[src/rtl/fp_sub_seq.sv]
// Sequential half-precision subtractor (result = a - b). Alignment and normalisation
// move one bit per cycle, so latency depends on exponent distance and cancellation.
module fp_sub_seq #(
   parameter int EXP_W = 5,
   parameter int MAN_W = 10
) (
   input  logic                 clk,
   input  logic                 rst_n,
   input  logic                 start,
   input  logic [EXP_W+MAN_W:0] a,
   input  logic [EXP_W+MAN_W:0] b,
   output logic                 busy,
   output logic                 done,
   output logic [EXP_W+MAN_W:0] result,
   output logic                 overflow
);
   localparam int W  = 1 + EXP_W + MAN_W;
   localparam int MW = MAN_W + 2;
   localparam int CW = $clog2(MW + 1);
   localparam logic [EXP_W:0] EXP_MAX = {1'b0, {EXP_W{1'b1}}};

   typedef enum logic [2:0] {IDLE, ALIGN, ADDSUB, NORM, DONE} state_t;

   state_t         state, state_n;
   logic           sign_r, sign_n, sub_r, sub_n;
   logic [EXP_W:0] exp_r, exp_n, exp_inc, exp_dec;
   logic [MW-1:0]  mx_r, mx_n, my_r, my_n, m_sum;
   logic [CW-1:0]  cnt_r, cnt_n;
   logic [W-1:0]   res_n;
   logic           ovf_n;

   logic             a_big, sx, sy;
   logic [W-2:0]     mag_x, mag_y;
   logic [EXP_W-1:0] ex, ey;
   logic [MW-1:0]    mx_ld, my_ld;
   logic [31:0]      diff;

   // Operand decode for the IDLE load: b's sign is inverted so the datapath adds.
   assign a_big = (a[W-2:0] >= b[W-2:0]);
   assign mag_x = a_big ? a[W-2:0] : b[W-2:0];
   assign mag_y = a_big ? b[W-2:0] : a[W-2:0];
   assign sx    = a_big ? a[W-1] : ~b[W-1];
   assign sy    = a_big ? ~b[W-1] : a[W-1];
   assign ex    = mag_x[W-2:MAN_W];
   assign ey    = mag_y[W-2:MAN_W];
   assign mx_ld = (ex == '0) ? '0 : {2'b01, mag_x[MAN_W-1:0]};
   assign my_ld = (ey == '0) ? '0 : {2'b01, mag_y[MAN_W-1:0]};
   assign diff  = 32'(ex) - 32'(ey);

   assign exp_inc = exp_r + (EXP_W+1)'(1);
   assign exp_dec = exp_r - (EXP_W+1)'(1);
   assign m_sum   = sub_r ? (mx_r - my_r) : (mx_r + my_r);

   // Handshake: start is sampled only in IDLE; busy is high in every other state;
   // done pulses for the single DONE cycle, and result/overflow hold until the next done.
   assign busy = (state != IDLE);
   assign done = (state == DONE);

   always_comb begin
      state_n = state;
      sign_n  = sign_r;
      sub_n   = sub_r;
      exp_n   = exp_r;
      mx_n    = mx_r;
      my_n    = my_r;
      cnt_n   = cnt_r;
      res_n   = result;
      ovf_n   = overflow;
      case (state)
         IDLE: begin
            if (start) begin
               state_n = ALIGN;
               sign_n  = sx;
               sub_n   = (sx != sy);
               exp_n   = {1'b0, ex};
               mx_n    = mx_ld;
               my_n    = my_ld;
               cnt_n   = (diff > 32'(MW)) ? CW'(MW) : CW'(diff);
            end
         end
         ALIGN: begin
            if (cnt_r != '0) begin
               my_n  = my_r >> 1;
               cnt_n = cnt_r - CW'(1);
            end else begin
               state_n = ADDSUB;
            end
         end
         ADDSUB: begin
            mx_n    = m_sum;
            state_n = NORM;
         end
         NORM: begin
            if (mx_r[MW-1]) begin
               state_n = DONE;
               mx_n    = mx_r >> 1;
               exp_n   = exp_inc;
               if (exp_inc >= EXP_MAX) begin
                  res_n = {sign_r, {EXP_W{1'b1}}, {MAN_W{1'b0}}};
                  ovf_n = 1'b1;
               end else begin
                  res_n = {sign_r, exp_inc[EXP_W-1:0], mx_r[MAN_W:1]};
                  ovf_n = 1'b0;
               end
            end else if (mx_r == '0) begin
               state_n = DONE;
               res_n   = '0;
               ovf_n   = 1'b0;
            end else if (mx_r[MW-2]) begin
               state_n = DONE;
               res_n   = {sign_r, exp_r[EXP_W-1:0], mx_r[MAN_W-1:0]};
               ovf_n   = 1'b0;
            end else begin
               mx_n  = mx_r << 1;
               exp_n = exp_dec;
               // Exponent exhausted before the hidden bit surfaced: flush to +0.
               if (exp_dec == '0) begin
                  state_n = DONE;
                  res_n   = '0;
                  ovf_n   = 1'b0;
               end
            end
         end
         DONE:    state_n = IDLE;
         default: state_n = IDLE;
      endcase
   end

   always_ff @(posedge clk or negedge rst_n) begin
      if (!rst_n) begin
         state    <= IDLE;
         sign_r   <= 1'b0;
         sub_r    <= 1'b0;
         exp_r    <= '0;
         mx_r     <= '0;
         my_r     <= '0;
         cnt_r    <= '0;
         result   <= '0;
         overflow <= 1'b0;
      end else begin
         state    <= state_n;
         sign_r   <= sign_n;
         sub_r    <= sub_n;
         exp_r    <= exp_n;
         mx_r     <= mx_n;
         my_r     <= my_n;
         cnt_r    <= cnt_n;
         result   <= res_n;
         overflow <= ovf_n;
      end
   end
endmodule

[config.mk]
export PLATFORM = sky130hd
export DESIGN_NAME = fp_sub_seq
export DESIGN_NICKNAME = d
export VERILOG_FILES = /design/src/rtl/fp_sub_seq.sv
export SDC_FILE = /design/constraint.sdc
export NUM_CORES = 1
export LEC_CHECK = 0
export CORE_AREA = 5 5 98 100
export DETAILED_ROUTE_END_ITERATION = 10
export DIE_AREA = 0 0 103 105
export PLACE_DENSITY_LB_ADDON = 0.3
export SYNTH_ARGS = -nofsm -noshare
export SYNTH_HDL_FRONTEND = slang
export SYNTH_SLANG_ARGS = --single-unit
[constraint.sdc]
create_clock -name clk -period 5.9 [get_ports clk]
set_input_delay 1.18 -clock clk [delete_from_list [all_inputs] [get_ports clk]]
set_output_delay 1.18 -clock clk [all_outputs]
set_load 0.05 [all_outputs]
# After elaboration in Yosys (flattened, before gate mapping)
# Cells that the tools add are included.
# Widths: inputs -> output; s select.
[totals]
reg_bits = 56
input_bits = 35
output_inout_bits = 19
[classes]
n_addsub = 6
order_cmp = 3
n_eq_ne = 11
n_mux = 41
n_bitwise = 1
reduce_logical = 19
[op_table]
columns = ["cell", "n"]
rows = [
  ["$mux 16", 4],
  ["$mux 11", 5],
  ["$mux 12", 4],
  ["$mux 15", 3],
  ["$pmux 12 s3", 1],
  ["$gt 32x4->1 const B", 1],
  ["$mux 6", 4],
  ["$pmux 12 s2", 1],
  ["$mux 3", 6],
  ["$ge 15x15->1", 1],
  ["$add 12x12->12", 1],
  ["$logic_not 12->1", 1],
  ["$mux 4", 3],
  ["$pmux 3 s4", 1],
  ["$pmux 6 s2", 1],
  ["$sub 12x12->12", 1],
  ["$logic_not 5->1", 2],
  ["$reduce_and 3->1", 3],
  ["$pmux 4 s2", 1],
  ["$reduce_and 4->1", 2],
  ["$reduce_bool 4->1", 2],
  ["$mux 1", 7],
  ["$add 6x1->6 const B", 1],
  ["$eq 3x2->1 const B", 2],
  ["other kinds (16)", 23],
]

# Depth between registers and ports, before layout
# Gate-level depths: netlist of the first run.
[logic_depth]
depth_word = 7
mapped_depth = 16

# Least setup slack after synthesis of the first run
# OpenSTA, ideal clock, no wires.
[synth_path]
path_kind = "input -> register"
start = "input b[2]"
end = "register cnt_r[3]"
setup_ps = 67
t_arrival_ps = 3832
t_required_ps = 5833
slack_ps = 2001
path_stages = 15
n_path_buf = 3
cell_sequence = "inv_1 ha_1 a21oi_2 o21ai_2 a21oi_2 o21bai_1 a21oi_1 buf_4 buf_4 buf_2 mux2i_1 ha_1 a311oi_2 mux2i_1 o221a_1"
[synth_via]
elab_chain_len = 7
word_cells_on_any_way = 8
[synth_lines]
columns = ["item", "line", "text"]
rows = [
  ["start, declared", "11", "input logic [EXP_W+MAN_W:0] b,"],
  ["$ge 15x15->1 (*)", "39", "assign a_big = (a[W-2:0] >= b[W-2:0]);"],
  ["$mux 15, on equally long branches", "40, 41", ""],
  ["$sub 5x5->6 (*)", "48", "assign diff = 32'(ex) - 32'(ey);"],
  ["$gt 32x4->1", "78", "cnt_n = (diff > 32'(MW)) ? CW'(MW) : CW'(diff);"],
  ["$mux 4 (*)", "78", ""],
  ["$mux 4 (*)", "71", "if (start) begin"],
  ["$pmux 4 s2 (*)", "69", "case (state)"],
  ["end signal, assigned", "147", "cnt_r <= cnt_n;"],
  ["end, declared", "28", "logic [CW-1:0] cnt_r, cnt_n;"],
]
# Every way passes the cells marked *; elsewhere a longest branch is shown, timed or not. The select of a mux whose other input is x is not followed.
# A chain may end at the register's enable or synchronous reset.

# Final worst setup path of the first run
[layout_path]
start = "input b[2]"
end = "register mx_r[1]"
[layout_via]
elab_chain_len = 6
[layout_lines]
columns = ["item", "line", "text"]
rows = [
  ["$ge 15x15->1 (*)", "39", ""],
  ["$mux 15 (*)", "40", "assign mag_x = a_big ? a[W-2:0] : b[W-2:0];"],
  ["$logic_not 5->1", "46", "assign mx_ld = (ex == '0) ? '0 : {2'b01, mag_x[MAN_W-1:0]};"],
  ["$mux 11 (*)", "46", ""],
  ["$mux 12 (*)", "71", ""],
  ["$pmux 12 s3 (*)", "69", ""],
  ["end signal, assigned", "145", "mx_r <= mx_n;"],
  ["end, declared", "27", "logic [MW-1:0] mx_r, mx_n, my_r, my_n, m_sum;"],
]
# Marked as above.

==> results of run 1 <==
## cells by family after synthesis
family / synth area share [%]
flops: 29.61
mux: 6.083
fa+ha+maj: 9.314
xor+xnor: 4.145
simple gates: 17.79
buf+inv: 5.760
compound gates: 27.29
## synth_stat cells (all sizes together), types with 5 or more instances
master   instances
o221ai          14
mux2i           26
nor2b            7
a31oi            7
nor2            34
buf              6
xnor2           17
dfrtp           55
xor2             5
o21a             9
nand2           81
o31ai            5
inv             38
or3              5
clkbuf          24
a22oi           14
a21o             5
nand4            5
o21ai           46
o211ai          10
ha              33
nor3            15
a2bb2oi          6
nand3           12
a21oi           45
## final timing paths
path                                  from    endpoint  slack (ns)  cells past startpoint
worst min-delay path            result[10]  result[10]        0.49                      2
max in group asynchronous            rst_n    exp_r[0]        4.45                      2
worst max register to register    state[0]    exp_r[2]        2.70                      6
worst min register to register  result[10]  result[10]        0.49                      2
worst max-delay path                  b[2]     mx_r[1]        1.59                     13
min in group asynchronous            rst_n   result[1]        0.99                      2
## registers in the layout (all words and copies together) (netlist names)
register and cells:
result 16, mx_r 12, my_r 11, exp_r 6, cnt_r 4, state 3, overflow 1, sign_r 1
sub_r 1
## per-layer routing
layer	global-route usage (%)	wire length, um	up-vias
met2	32.31	5118	151
met1	30.19	5170	2019
met4	6.846	224	0
met5	0	0	-
met3	2.798	618	19
li1	-	-	2149
## worst register-to-register path: cells and delay by family, from the launching register on
family | cells | cell delay, ns
AOI/OAI and AO/OA | 4 | 1.27
DFF | 1 | 0.75
and+or+nand+nor | 1 | 0.72
buffers and inverters | 1 | 0.36
## metrics by stage
stage / hold slack (ns) / setup WS (ns)
finish: 0.4851 / 1.586
CTS: 0.4920 / 1.639
floorplan: 0.4436 / 2.001
global placement: 0.4626 / 1.451
detailed placement: 0.4699 / 1.318
global route: 0.5109 / 1.395
## power breakdown
| group | switching (mW) | internal (mW) | total (mW) |
|---|---|---|---|
| logic | 1.13 | 0.835 | 1.96 |
| clock network | 0.122 | 0.125 | 0.247 |
| registers | 0.251 | 0.537 | 0.788 |
| total | 1.50 | 1.50 | 3.00 |
## layout make-up
class                           count  area (sq um)  share of cell area [%]
Multi-Input combinational cell    453          3015                   56.52
Inverter                           38         142.6                   2.674
Clock inverter                      1         30.03                  0.5629
Sequential cell                    55          1376                   25.80
Clock buffer                        6         72.57                   1.360
Timing Repair Buffer               58         563.0                   10.55
Tap cell                          108         135.1                   2.533
==> metrics.md, run 1 <==
| Metric | Value |
|---|---|
| Status | `finished clean` |
| First-pass GRT wire length | `roughly 19,000 um` |
| H-tree depth | `2` |
| DRC violations left | `0` |
| Initial antenna violation count | `0` |
| Area share of the largest cell type after synthesis | `29.61%` |
| CTS buffer count | `5` |
| Yosys top cell by area | `dfrtp_1` |
| Tcrit/Tclk final | `73.13%` |
| Count of pins over their slew limit | `0` |
| Crit path launch type | `input port` |
| Max clock buf depth | `2` |
| CP cell instances | `clkdlybuf4s50_1, inv_1, ha_1, a21oi_2, o21ai_2, a21oi_2, o21bai_1, a21oi_4, buf_4, mux2i_1, nand2_1, a2bb2oi_1, a21oi_1` |
| Crit path max fanout | `25` |
| Post-route minimum period | `around 4.3 ns` |
| Vias in the first global route | `between 4k and 5k` |
| Power per cell area | `between 500 and 600 nW/um^2` |
| Vias post-DR | `between 4k and 5k` |
| Post-cts resize count | `0` |
| Root cell of the clock tree | `clkbuf_8` |
| Critical Path Max Stage Delay | `approximately 0.50 ns` |
| HP Class | `flip-flop to flip-flop` |
| Die Ht | `approximately 110 um` |
| Worst-Margin Slew | `about 1.3 ns` |
| Synthesized cell area | `about 4600 sq um` |
| Share of layout cells above drive strength 1 | `between 4 and 5%` |
| Hold Fails Final Rpt | `0` |
| Most common cell after layout, fill and taps aside | `nand2_1` |
| Worst-path clk slew | `approximately 0.10 ns` |
| Fin cells | `around 700` |
| Number of synthesized flops with an enable pin | `0` |
| Synthesized flop and latch total | `between 50 and 60` |
| Final RePlAce weighted congestion | `about 1` |
| Global router's overall resource usage | `20.97%` |
| Setup Fix Bufs, Post-CTS | `0` |
| Number of cells after detailed placement | `a little over 700` |
| TritonRoute pass-1 iters | `7` |
| Mean number of vias per cell | `about 6.0` |
| Die width | `about 100 um` |
| Final Util | `between 60% and 70%` |
| CP required | `just over 6 ns` |
| Post-Route Setup TNS | `0 ns` |
| GRT overflow | `0` |
| P&R area growth vs syn | `14.78%` |
| Routed length per instance | `between 15 and 20 um` |
| HPWL Detailed | `8602 um` |
| Post-Route WL | `about 11,000 um` |
| Initial Utilization | `a little over half` |
| P_leak | `~2.3 nW` |
| # fillers | `767` |
| Most common cell on crit path | `a21oi_2` |
| Die area | `around 11,000 sq um` |
| Avg Cell Area, Syn | `8.070 sq um` |
| Hold buffers post-CTS | `0` |
| Final Cell Area | `~5300 sq um` |
| Clock Latency Late Sink | `slightly above 0.3 ns` |
| Synthesized Nets | `645` |
| Post-DP Area | `5233 sq um` |
| Port-buffer cells | `53` |
| Top FF cell, synth | `dfrtp_1` |
| Count of cell types in the netlist | `61` |
| WP data arrival | `4.55 ns` |
| Setup crit end kind | `flip-flop` |
| I/O Pins | `54` |
| Clock Skews | `0.003465 ns` |
| N_diodes | `0` |
| Most frequent cells in the layout | `nand2_1, dfrtp_1, clkdlybuf4s50_1` |
| Nets@finish | `680` |
| Peak Freq | `between 0.2 and 0.25 GHz` |
| Sequential element share of the synthesized area | `between 20% and 30%` |
| Max_slew headroom | `between 10% and 20%` |
| Worst Path Buf+Inv | `3` |
| Largest net degree at the start of global routing | `between 50 and 60` |
| Max cap viols | `0` |
| 1st-iter DRT viols | `approximately 220` |
| Core ar. | `approximately 8600 sq um` |
| Final number of setup-violating endpoints | `0` |
| Cells after Synth | `approximately 580` |
| Synth area leaders | `dfrtp_1, ha_1, nand2_1` |
| Pwr Total | `about 3 mW` |
| Delay-heaviest family, CP | `compound AO/OA/AOI/OAI gates` |
| Antenna Violating Nets Remaining | `0` |
| Num rows | `34` |
| Ys async rst share | `100.0%` |
| CP max stage cell | `clkdlybuf4s50_1` |
| TritonCTS clock tree | `built` |
| RSZ-0062 raised after global routing | `false` |
| VDD IR max | `0.0002537 V` |
| Syn. warnings | `0` |
| CTS Sinks | `55` |
| Crit Path Category | `input port to flip-flop` |
Note: power is estimated with default switching activity, not from simulation.
==> run 2: changes to the inputs <==
--- a/config.mk
+++ b/config.mk
@@ -5,9 +5,9 @@
 export SDC_FILE = /design/constraint.sdc
 export NUM_CORES = 1
 export LEC_CHECK = 0
-export CORE_AREA = 5 5 98 100
+export CORE_AREA = 5 5 101 103
 export DETAILED_ROUTE_END_ITERATION = 10
-export DIE_AREA = 0 0 103 105
+export DIE_AREA = 0 0 106 108
 export PLACE_DENSITY_LB_ADDON = 0.3
 export SYNTH_ARGS = -nofsm -noshare
 export SYNTH_HDL_FRONTEND = slang
==> constraint.sdc (replaced) <==
create_clock -name clk -period 3.59 [get_ports clk]
set_input_delay 0.718 -clock clk [delete_from_list [all_inputs] [get_ports clk]]
set_output_delay 0.718 -clock clk [all_outputs]
set_load 0.05 [all_outputs]
==> run 2 against run 1 <==
Combinational power up 72%; via count up 2.3%; sequential power up 59%; largest power group unchanged; wire length up 7.3%; hold slack worse by 0.035 ns; count of clock-buffer cells in the layout unchanged; sequential share of layout area down 1.0 points; power up 69%; worst setup slack worse by 1.4 ns.
==> metrics.md, run 2 (same netlist as run 1, synthesis figures left out) <==
| Metric | Value |
|---|---|
| Power per cell area | `slightly above 900 nW/um^2` |
| Die width | `106 um` |
| Largest regs | `result (16), mx_r (12), my_r (11)` |
| TritonRoute pass-1 iters | `5` |
| Peak Freq | `roughly 0.29 GHz` |
| Worst-path clk slew | `roughly 0.1 ns` |
| WP data arrival | `between 3 and 4 ns` |
| H-tree depth | `2` |
| Post-Route WL | `around 12,000 um` |
| Final number of setup-violating endpoints | `0` |
| P_leak | `between 2 and 2.5 nW` |
| Pre-CTS setup slack | `-0.08985 ns` |
| # fillers | `~820` |
| Num rows | `35` |
| CTS Sinks | `55` |
| First-pass GRT wire length | `between 20,000 and 25,000 um` |
| Global router's overall resource usage | `21.63%` |
| Clock Latency Late Sink | `~0.32 ns` |
| Setup crit end kind | `flip-flop` |
| Port-buffer cells | `53` |
| Core ar. | `roughly 9100 sq um` |
| N_diodes | `0` |
| TritonCTS clock tree | `built` |
| Post-cts resize count | `0` |
| Vias post-DR | `between 4k and 5k` |
| Routed length per instance | `between 15 and 20 um` |
| P&R area growth vs syn | `19.49%` |
| GRT overflow | `0` |
| VDD IR max | `0.0004190 V` |
| Hold buffers post-CTS | `0` |
| Largest net degree at the start of global routing | `34` |
| Die area | `~11,000 sq um` |
| Max reg flops | `16` |
| Share of layout cells above drive strength 1 | `8.477%` |
| Fin cells | `748` |
| Count of pins over their slew limit | `0` |
| CTS buffer count | `5` |
| DRC violations left | `0` |
| Crit path max fanout | `12` |
| CP cell instances | `clkdlybuf4s50_1, inv_1, ha_1, a21oi_1, o21ai_1, a21oi_2, o21bai_1, a21oi_4, buf_4, mux2i_1, nand2_1, o221ai_1, o22a_1` |
| Hold Fails Final Rpt | `0` |
| Crit Path Category | `input port to flip-flop` |
| Initial Utilization | `just over 50%` |
| Reg2Reg Depth | `13` |
| Max_slew headroom | `between 50% and 60%` |
| Final hold slack | `0.4502 ns` |
| Vias in the first global route | `around 4.3k` |
| Antenna Violating Nets Remaining | `0` |
| 1st-iter DRT viols | `approximately 220` |
| Mean number of vias per cell | `slightly below 6` |
| Critical Path Max Stage Delay | `around 0.48 ns` |
| Nets@finish | `705` |
| Root cell of the clock tree | `clkbuf_8` |
| Clock Skews | `around 0.0076 ns` |
| Worst-Margin Slew | `around 0.74 ns` |
| HPWL Detailed | `about 9400 um` |
| HP Class | `input port to asynchronous set/reset pin` |
| Pwr Total | `a little over 5 mW` |
| Initial antenna violation count | `0` |
| Max clock buf depth | `2` |
| Post-route minimum period | `approximately 3.4 ns` |
| CP max stage cell | `clkdlybuf4s50_1` |
| Reg with most FFs | `result` |
| Final RePlAce weighted congestion | `a little under 0.9` |
| CP required | `3.84 ns` |
| Tcrit/Tclk final | `a little over nine tenths` |
| Setup Fix Bufs, Post-CTS | `0` |
| Most frequent cells in the layout | `nand2_1, dfrtp_1, clkdlybuf4s50_1` |
| RSZ-0062 raised after global routing | `false` |
| Number of cells after detailed placement | `740` |
| Die Ht | `108 um` |
| Final setup margin | `roughly 0.18 ns` |
| Crit path launch type | `input port` |
| Status | `finished clean` |
| Max cap viols | `0` |
| Final Util | `roughly 60%` |
| Most common cell after layout, fill and taps aside | `nand2_1` |
| I/O Pins | `54` |
==> run 2: cell count changes in the layout (fill, tap and decap cells not counted), sizes merged <==
| cell | delta |
|---|---|
| clkinv | +1 |
| buf | +25 |
==> run 2: area by class of cell <==
| cell class | instances | area (sq um) | share of cell area, % |
|---|---|---|---|
| Clock buffer | 6 | 82.58 | 1.487 |
| Multi-Input combinational cell | 453 | 3015 | 54.29 |
| Sequential cell | 55 | 1376 | 24.78 |
| Inverter | 38 | 142.6 | 2.568 |
| Tap cell | 111 | 138.9 | 2.501 |
| Timing Repair Buffer | 83 | 763.2 | 13.74 |
| Clock inverter | 2 | 35.03 | 0.6308 |
==> run 2: per-layer routing <==
metal	track usage, %	part of all wire, %
met1	29.91	47
met2	36.48	47
met3	2.746	5.4
met4	4.718	1.2
met5	0	0
==> run 2: power by group <==
part	internal (mW)	total (mW)	switching (mW)
Sequential	0.883	1.25	0.369
Combinational	1.43	3.38	1.95
Clock	0.226	0.439	0.213
==> run 2: final timing paths <==
path,from,to,slack (ns)
worst max-delay path,b[4],mx_r[9],0.18
worst min-delay path,rst_n,mx_r[1],0.45
worst max register to register,my_r[0],mx_r[10],0.37
worst min register to register,result[3],result[3],0.49
max in group asynchronous,rst_n,my_r[5],2.32
min in group clk,result[3],result[3],0.49
==> run 2: metrics by stage <==
step / setup TNS [ns] / cell area [sq um]
after floorplan: 0 / 4648
after global placement: 0 / 5436
after detailed placement: -0.3808 / 5436
after CTS: 0 / 5554
after global routing: 0 / 5554
final: 0 / 5554
==> run 2: critical path, delay by kind of cell <==
kind                     cells  cell delay, ns
AO/OA/AOI/OAI                7            1.24
adder cells (fa/ha/maj)      1            0.28
buffers and inverters        3            0.76
multiplexers                 1            0.36
AND/OR/NAND/NOR              1            0.31
